--- src/rtl/mlcd_line_tx.sv ---
// Memory-LCD line transmitter: drains line bytes from the pixel FIFO and shifts one
// multi-line write frame (command, per-line address, data, dummy trailers) out on SCS/SCLK/SI.
module mlcd_line_tx #(
    parameter int LINE_BYTES = 16,
    parameter int NUM_LINES  = 128,
    parameter int CLK_DIV    = 4,
    parameter int SCS_SETUP  = 8,
    parameter int SCS_HOLD   = 8
) (
    input  logic       i_clk,
    input  logic       i_reset,
    input  logic       i_start,
    input  logic       i_vcom,
    input  logic [7:0] i_rdata,
    input  logic       i_rempty,
    output logic       o_rinc,
    output logic       o_busy,
    output logic       o_done,
    output logic       o_stall,
    output logic       o_scs,
    output logic       o_sclk,
    output logic       o_si
);
    localparam int BIT_CYC = 2 * CLK_DIV;
    localparam int CNT_MAX = (BIT_CYC > SCS_SETUP) ? ((BIT_CYC > SCS_HOLD) ? BIT_CYC : SCS_HOLD)
                                                   : ((SCS_SETUP > SCS_HOLD) ? SCS_SETUP : SCS_HOLD);
    localparam int CW = $clog2(CNT_MAX + 1);
    localparam int LW = $clog2(NUM_LINES + 1);
    localparam int BW = $clog2(LINE_BYTES + 1);

    typedef enum logic [3:0] {
        S_IDLE, S_SETUP, S_CMD, S_ADDR, S_DATA, S_LTRAIL, S_FTRAIL, S_HOLD, S_DONE
    } state_t;

    state_t        state_q, state_d;
    logic [CW-1:0] cnt_q, cnt_d;
    logic [2:0]    bit_q, bit_d;
    logic [7:0]    sh_q, sh_d;
    logic [LW-1:0] line_q, line_d;
    logic [BW-1:0] byte_q, byte_d;
    logic [7:0]    stage_q, stage_d;
    logic          stage_vld_q, stage_vld_d;
    logic          pend_q, pend_d;
    logic          stall_q, stall_d;
    logic          vcom_q, vcom_d;
    logic          scs_q, scs_d;
    logic          sclk_q, sclk_d;
    logic          si_q, si_d;

    logic       in_byte, last_cyc, next_is_data, avail, fetch_win;
    logic       load_en, take_data;
    logic [7:0] load_byte, avail_byte;

    assign in_byte      = (state_q == S_CMD) || (state_q == S_ADDR) || (state_q == S_DATA) ||
                          (state_q == S_LTRAIL) || (state_q == S_FTRAIL);
    assign last_cyc     = (cnt_q == CW'(BIT_CYC - 1));
    assign next_is_data = (state_q == S_ADDR) ||
                          ((state_q == S_DATA) && (byte_q != BW'(LINE_BYTES - 1)));
    // A byte in flight from the FIFO (pend_q) is usable the same cycle via i_rdata.
    assign avail        = stage_vld_q || pend_q;
    assign avail_byte   = stage_vld_q ? stage_q : i_rdata;
    assign fetch_win    = stall_q || (in_byte && (bit_q == 3'd7) && next_is_data);

    assign o_rinc  = fetch_win && !stage_vld_q && !pend_q && !i_rempty;
    assign o_busy  = (state_q != S_IDLE);
    assign o_done  = (state_q == S_DONE);
    assign o_stall = stall_q;
    assign o_scs   = scs_q;
    assign o_sclk  = sclk_q;
    assign o_si    = si_q;

    always_comb begin
        // NOTE: every next-state value defaults to its register so no path infers a latch.
        state_d     = state_q;
        cnt_d       = cnt_q;
        bit_d       = bit_q;
        sh_d        = sh_q;
        line_d      = line_q;
        byte_d      = byte_q;
        stage_d     = stage_q;
        stage_vld_d = stage_vld_q;
        pend_d      = o_rinc;
        stall_d     = stall_q;
        vcom_d      = vcom_q;
        scs_d       = scs_q;
        sclk_d      = sclk_q;
        si_d        = si_q;
        load_en     = 1'b0;
        load_byte   = 8'h00;
        take_data   = 1'b0;

        case (state_q)
            S_IDLE: if (i_start) begin
                state_d     = S_SETUP;
                scs_d       = 1'b1;
                vcom_d      = i_vcom;
                cnt_d       = '0;
                bit_d       = '0;
                line_d      = LW'(1);
                byte_d      = '0;
                stall_d     = 1'b0;
                stage_vld_d = 1'b0;
                sclk_d      = 1'b0;
                si_d        = 1'b0;
            end
            S_SETUP: if (cnt_q == CW'(SCS_SETUP - 1)) begin
                state_d   = S_CMD;
                load_en   = 1'b1;
                load_byte = {6'b0, vcom_q, 1'b1};
            end else begin
                cnt_d = cnt_q + CW'(1);
            end
            S_HOLD: if (cnt_q == CW'(SCS_HOLD - 1)) begin
                state_d = S_DONE;
                scs_d   = 1'b0;
                si_d    = 1'b0;
                cnt_d   = '0;
            end else begin
                cnt_d = cnt_q + CW'(1);
            end
            S_DONE:  state_d = S_IDLE;
            default: ;
        endcase

        if (in_byte) begin
            if (stall_q) begin
                // SCLK parked low and SI held until the FIFO delivers the byte.
                if (avail) begin
                    load_en   = 1'b1;
                    load_byte = avail_byte;
                    take_data = 1'b1;
                    stall_d   = 1'b0;
                end
            end else if (!last_cyc) begin
                cnt_d = cnt_q + CW'(1);
                if (cnt_q == CW'(CLK_DIV - 1)) sclk_d = 1'b1;
            end else if (bit_q != 3'd7) begin
                cnt_d  = '0;
                bit_d  = bit_q + 3'd1;
                sclk_d = 1'b0;
                si_d   = sh_q[0];
                sh_d   = {1'b0, sh_q[7:1]};
            end else begin
                cnt_d  = '0;
                bit_d  = '0;
                sclk_d = 1'b0;
                case (state_q)
                    S_CMD: begin
                        state_d   = S_ADDR;
                        load_en   = 1'b1;
                        load_byte = 8'(line_q);
                    end
                    S_ADDR, S_DATA: begin
                        if ((state_q == S_DATA) && (byte_q == BW'(LINE_BYTES - 1))) begin
                            state_d = S_LTRAIL;
                            load_en = 1'b1;
                        end else begin
                            state_d = S_DATA;
                            byte_d  = (state_q == S_ADDR) ? '0 : byte_q + BW'(1);
                            if (avail) begin
                                load_en   = 1'b1;
                                load_byte = avail_byte;
                                take_data = 1'b1;
                            end else begin
                                stall_d = 1'b1;
                            end
                        end
                    end
                    S_LTRAIL: begin
                        load_en = 1'b1;
                        if (line_q == LW'(NUM_LINES)) begin
                            state_d = S_FTRAIL;
                        end else begin
                            state_d   = S_ADDR;
                            line_d    = line_q + LW'(1);
                            load_byte = 8'(line_q) + 8'd1;
                        end
                    end
                    default: begin
                        state_d = S_HOLD;
                        si_d    = 1'b0;
                    end
                endcase
            end
        end

        if (load_en) begin
            cnt_d  = '0;
            bit_d  = '0;
            sclk_d = 1'b0;
            si_d   = load_byte[0];
            sh_d   = {1'b0, load_byte[7:1]};
        end

        if (take_data && stage_vld_q) stage_vld_d = 1'b0;
        if (pend_q && !take_data) begin
            stage_d     = i_rdata;
            stage_vld_d = 1'b1;
        end
    end

    // NOTE: registered state uses non-blocking assignments; reset is asynchronous so SCS drops at once.
    always_ff @(posedge i_clk or posedge i_reset) begin
        if (i_reset) begin
            state_q     <= S_IDLE;
            cnt_q       <= '0;
            bit_q       <= '0;
            sh_q        <= '0;
            line_q      <= '0;
            byte_q      <= '0;
            stage_q     <= '0;
            stage_vld_q <= 1'b0;
            pend_q      <= 1'b0;
            stall_q     <= 1'b0;
            vcom_q      <= 1'b0;
            scs_q       <= 1'b0;
            sclk_q      <= 1'b0;
            si_q        <= 1'b0;
        end else begin
            state_q     <= state_d;
            cnt_q       <= cnt_d;
            bit_q       <= bit_d;
            sh_q        <= sh_d;
            line_q      <= line_d;
            byte_q      <= byte_d;
            stage_q     <= stage_d;
            stage_vld_q <= stage_vld_d;
            pend_q      <= pend_d;
            stall_q     <= stall_d;
            vcom_q      <= vcom_d;
            scs_q       <= scs_d;
            sclk_q      <= sclk_d;
            si_q        <= si_d;
        end
    end
endmodule
--- config.mk ---
export PLATFORM = sky130hd
export DESIGN_NAME = mlcd_line_tx
export DESIGN_NICKNAME = d
export VERILOG_FILES = /design/src/rtl/mlcd_line_tx.sv
export SDC_FILE = /design/constraint.sdc
export NUM_CORES = 1
export LEC_CHECK = 0
export ABC_AREA = 1
export BUFFER_PORTS_ARGS = -buffer_cell sky130_fd_sc_hd__buf_2
export CAP_MARGIN = 30
export CORE_ASPECT_RATIO = 1.1
export CORE_MARGIN = 2
export CORE_UTILIZATION = 60
export DETAILED_ROUTE_END_ITERATION = 8
export PLACE_DENSITY = 0.86
export SYNTH_ARGS = -nofsm -noshare
export SYNTH_HDL_FRONTEND = slang
export SYNTH_SLANG_ARGS = --single-unit
--- constraint.sdc ---
create_clock -name i_clk -period 2.8 [get_ports i_clk]
set_clock_uncertainty 0.15 [all_clocks]
set_input_delay 0.56 -clock i_clk [delete_from_list [all_inputs] [get_ports i_clk]]
set_output_delay 0.56 -clock i_clk [all_outputs]
set_load 0.005 [all_outputs]
## After elaboration in Yosys (flattened, before gate mapping)

Index checks and enable logic that the tools add are counted.
W data, S select, Z words.

- Register bits: 47
- Bits of input ports: 13
- Output and inout port bits: 7
- Word-level logic and storage cells: 178

- Add/sub/neg operators: 4
- Eq/ne operators: 18
- Multiplexer cells: 107
- Reduce and logical (&&, ||, !) cells: 35

Operators by type and width:

| kind | count |
|---|---|
| $mux W8 | 21 |
| $mux W4 | 13 |
| $mux W1 | 47 |
| $mux W5 | 9 |
| $mux W3 | 8 |
| $pmux W8 S3 | 1 |
| $eq A4 B3 Y1 const B | 5 |
| $pmux W4 S4 | 1 |
| $eq A4 B2 Y1 const B | 3 |
| $pmux W4 S3 | 1 |
| $logic_and A1 B1 Y1 | 9 |
| $pmux W3 S3 | 1 |
| $add A8 B1 Y8 const B | 1 |
| $eq A8 B8 Y1 const B | 1 |
| $reduce_bool A2 Y1 | 4 |
| $logic_or A1 B1 Y1 | 7 |
| $pmux W1 S2 | 3 |
| $reduce_bool A3 Y1 | 2 |
| $add A5 B1 Y5 const B | 1 |
| $eq A5 B4 Y1 const B | 1 |
| $ne A5 B4 Y1 const B | 1 |
| $add A4 B1 Y4 const B | 1 |
| $eq A4 B1 Y1 const B | 1 |
| $eq A4 B4 Y1 const B | 1 |
| other kinds (14) | 21 |

## Depth between registers and ports, before layout

- Word-level depth: 12
- Depth in mapped cells: 17
- Depth with buffers taken out: 17

## Least setup slack after synthesis

Ideal clock, no wire load.

- Path type: reg-to-output
- From: register byte_q[0]
- To: output port o_rinc
- Arrival time: 1389 ps
- Data required time: 2090 ps
- Slack: 701 ps
- Stages on the path, launching flop included: 12
- Buffers on the path: 0
- Cells stage by stage: dfrtp_1 > ha_1 > nand2_1 > nor2_1 > ha_1 > inv_1 > nand2_2 > nand2_4 > nand2_2 > nand2_1 > nand2_1 > nor2_1

- Cells in the longest elaborated chain, start to end: 8

RTL lines:

| what | line | source |
|---|---|---|
| from (decl) | 40 | `logic [BW-1:0] byte_q, byte_d;` |
| from (signal assigned) | 225 | `byte_q <= byte_d;` |
| $ne A5 B4 Y1 | 58 | `((state_q == S_DATA) && (byte_q != BW'(LINE_BYTES - 1)));` |
| $logic_and A1 B1 Y1 | 58 |  |
| $logic_or A1 B1 Y1 | 57 | `assign next_is_data = (state_q == S_ADDR) \|\|` |
| $logic_and A1 B1 Y1 | 62 | `assign fetch_win = stall_q \|\| (in_byte && (bit_q == 3'd7) && next_is_data);` |
| $logic_or A1 B1 Y1 | 62 |  |
| $logic_and A1 B1 Y1 (3 in a row) | 64 | `assign o_rinc = fetch_win && !stage_vld_q && !pend_q && !i_rempty;` |
| to (decl) | 16 | `output logic o_rinc,` |

Every way passes these cells.

## Worst setup path after layout

Ends and elaborated chain as after synthesis.

==> results.md <==
* Slew Limit Fails at 0
* R2R Path End: sh_q[6]$_DFFE_PP0P_
* Run status: finished clean
* WHS at 0.154 ns
* Final Util at 0.684
* Post-CTS setup buffers at 0
* CP peak stage delay at 0.42 ns
* DRT Pass-1 Iters at 5
* Final Critical Period at approximately 2.6 ns
* Diode count at 0
* Crit-path slowest cell: dfrtp_1
* DP Area at 3350 um^2
* Die ar. at 5910 um^2
* Average size of a mapped cell at 7.36 um^2
* Initial detailed-routing violation count at 193
* Final Cell Area at 3460 um^2
* Starting Density at 0.629
* Synth unique cells at slightly above 40
* Post-route setup slack at 0.154 ns
* Setup_tns at 0 ns
* Port Buffers at 19
* GRT Util Overall at 0.271
* Worst-path fanout max at 5
* Ratio of cells with drive above 1 in the final layout at 0.187
* Post-synth EDFFs at 0
* Dpl hpwl at 5640 um
* Reg2reg start: bit_q[0]$_DFF_PP0_
* Total CTS buffers at 5
* Clk sink count at 46
* Worst Path Class, Setup: reg2out
* CTS tree: done
* Top-area cell type share of the netlist area at 0.361
* Final WL at between 7000 and 8000 um
* Leak at 1.77 nW
* Max H-tree Level at 2
* Most used flip-flop cell after synthesis: dfrtp_1
* Least-Margin Pin Slew at 0.582 ns
* Gpl congestion at between 0.9 and 1
* CORE AREA at 5070 um^2
* Power Density at roughly 560 nW/um^2
* Total power at 1.93 mW
* Worst rel slew slack at 0.611
* R2R depth at 13
* Vert. Die Dim at 80.4 um
* Final period util at 0.945
* Gate count after technology mapping at between 400 and 500
* Area grow syn2layout at 8.72%
* CTS Buffer Depth at 2
* Endpoints failing setup at 0
* Clock root buffer master: clkbuf_8
* Total Nets Final at 479
* Multi-input combinational cell area at 1750 um^2
* CP required at 2.09 ns
* Pre-CTS setup slack at 0.446 ns
* Ys async rst share at 1.00
* Synth Warn # at 0
* Synthesized flop and latch total at 46
* CP endpoint kind: output port
* Leading cell types by count after synthesis: 104 x nand2_1, 60 x inv_1, 46 x dfrtp_1
* Hold Crit Class: in2async
* Final Hold Viols at 0
* Initial antenna violation count at 0
* Final Non-Filler Cells at between 500 and 600
* Clock Pin Slew Worst Setup and Hold Paths at 0.09 ns
* Final antenna-violating net count at 0
* Data arrival, critical path at 1.94 ns
* First-pass GRT wire length at 12400 um
* Vias in the first global route at 2726
* Synth area leader: dfrtp_1
* Peak supply drop at between 0.2 and 0.3 mV
* Unrepaired setup endpoints after global routing: false
* Reg area at roughly 1200 um^2
* Cts hold-fix bufs at 0
* Synth area leaders: dfrtp_1 36%, nand2_1 12%, inv_1 7.1%
* Grt ovf at 0
* FF-to-FF setup slack at ~0.46 ns
* Fmax at 378 MHz
* Total of max-cap violations at 0
* Residual DRC at 0
* Crit-path most repeated cell: nand2_1
* Rows at 27
* Crit-path cells: ha_2, nand2_1, nor2_1, ha_1, inv_1, nand2_2, nand2_4, nand2_2, nand2_1, nand2_1, nor2_2, buf_2
* I/O pin cnt at 20
* Largest net degree at the start of global routing at 28
* Most common cell in the netlist: nand2_1
* CP Launch Type: flop
* Placed Cells at a little over 500
* Worst-Skew Late Latency at about 0.30 ns
* Share of the yosys chip area belonging to registers at 0.361
* Die width at between 70 and 80 um
* DR vias/cell at ~5.7
* Fillers at 421
* Vias at 2932
* Wirelength per Cell at 13.9 um
* Syn nets at between 400 and 500
* Mapped cell area at about 3200 um^2
layout by cell type (no fill, tap or decap), types with 3 or more instances in the layout:
cell | synthesis | routed
nand2_1 | 104 | 104
inv_1 | 60 | 59
dfrtp_1 | 46 | 46
nor2_1 | 39 | 38
nand3_1 | 33 | 33
o21ai_0 | 31 | 31
buf_2 | 1 | 19
a21oi_1 | 17 | 17
nand2_2 | 14 | 14
o22ai_1 | 9 | 9
o21ai_2 | 8 | 8
ha_1 | 8 | 7
nor2_4 | 5 | 5
inv_2 | 4 | 5
o211ai_1 | 5 | 5
nor3_1 | 5 | 5
nand4_1 | 5 | 5
clkbuf_8 | 0 | 5
buf_4 | 1 | 5
nand2_4 | 4 | 4
nor2_2 | 3 | 4
a21oi_2 | 3 | 3
cells by family after synthesis:
| logic type | synth area share |
|---|---|
| AND/OR/NAND/NOR | 0.334 |
| AO/OA/AOI/OAI | 0.165 |
| buffers and inverters | 0.0919 |
| flip-flops | 0.361 |
| adder cells (fa/ha/maj) | 0.0314 |
| XOR/XNOR | 0.0110 |
| multiplexers | 0.00628 |
cell type report:
class	count	area share
timing repair buffer	24	0.0383
clock buffer	6	0.0209
multi-input combinational	315	0.505
sequential	46	0.332
tap	58	0.0209
clock inverter	2	0.0108
inverter	66	0.0722
how the worst max path moves through the flow:
| stage | startpoint | endpoint | slack (ns) | cells past startpoint |
|---|---|---|---|---|
| final | byte_q[0]$_DFF_PP0_ | o_rinc | 0.15 | 12 |
| after detailed placement | byte_q[0]$_DFF_PP0_ | o_rinc | 0.45 | 12 |
| after global placement | byte_q[0]$_DFF_PP0_ | o_rinc | 0.51 | 12 |
| after CTS | byte_q[0]$_DFF_PP0_ | o_rinc | 0.09 | 12 |
| after global routing | byte_q[0]$_DFF_PP0_ | o_rinc | 0.02 | 12 |
| after floorplan | byte_q[0]$_DFF_PP0_ | o_rinc | 0.70 | 11 |
registers in the layout, indices dropped and copies added (netlist names):
| name | count |
|---|---|
| cnt_q | 4 |
| stage_q | 8 |
| stage_vld_q | 1 |
| pend_q | 1 |
| byte_q | 5 |
| o_stall | 1 |
| vcom_q | 1 |
| line_q | 8 |
| o_si | 1 |
| o_sclk | 1 |
| sh_q | 7 |
| o_scs | 1 |
| bit_q | 3 |
| state_q | 4 |
critical path, delay by kind of cell, from the launching register on:
| family | cells | cell delay, ns |
|---|---|---|
| and+or+nand+nor | 8 | 0.62 |
| adders and majority gates | 2 | 0.40 |
| DFF | 1 | 0.42 |
| buffers and inverters | 2 | 0.19 |
power by group:
part           leakage [nW]  internal (mW)  total [mW]  switching, mW
registers             0.586          0.769       0.856         0.0872
clock network        0.0514          0.266       0.494          0.227
logic                  1.13          0.216       0.584          0.368
total                  1.77           1.25        1.93          0.683
timing repair:
| item | CTS | global route |
|---|---|---|
| endpoints found under the hold margin | 0 | 0 |
| endpoints found under the setup margin | 0 | 1 |
| gates resized for setup | 0 | 2 |
per-layer routing:
metal	routed length [um]	track usage	part of all wire	vias to the layer above
met5	0	0	0	-
met4	166	0.100	0.023	0
met3	334	0.0477	0.047	14
met2	3510	0.449	0.49	80
met1	3150	0.352	0.44	1366
li1	-	-	-	1472
Note: power is estimated with default switching activity, not from simulation.
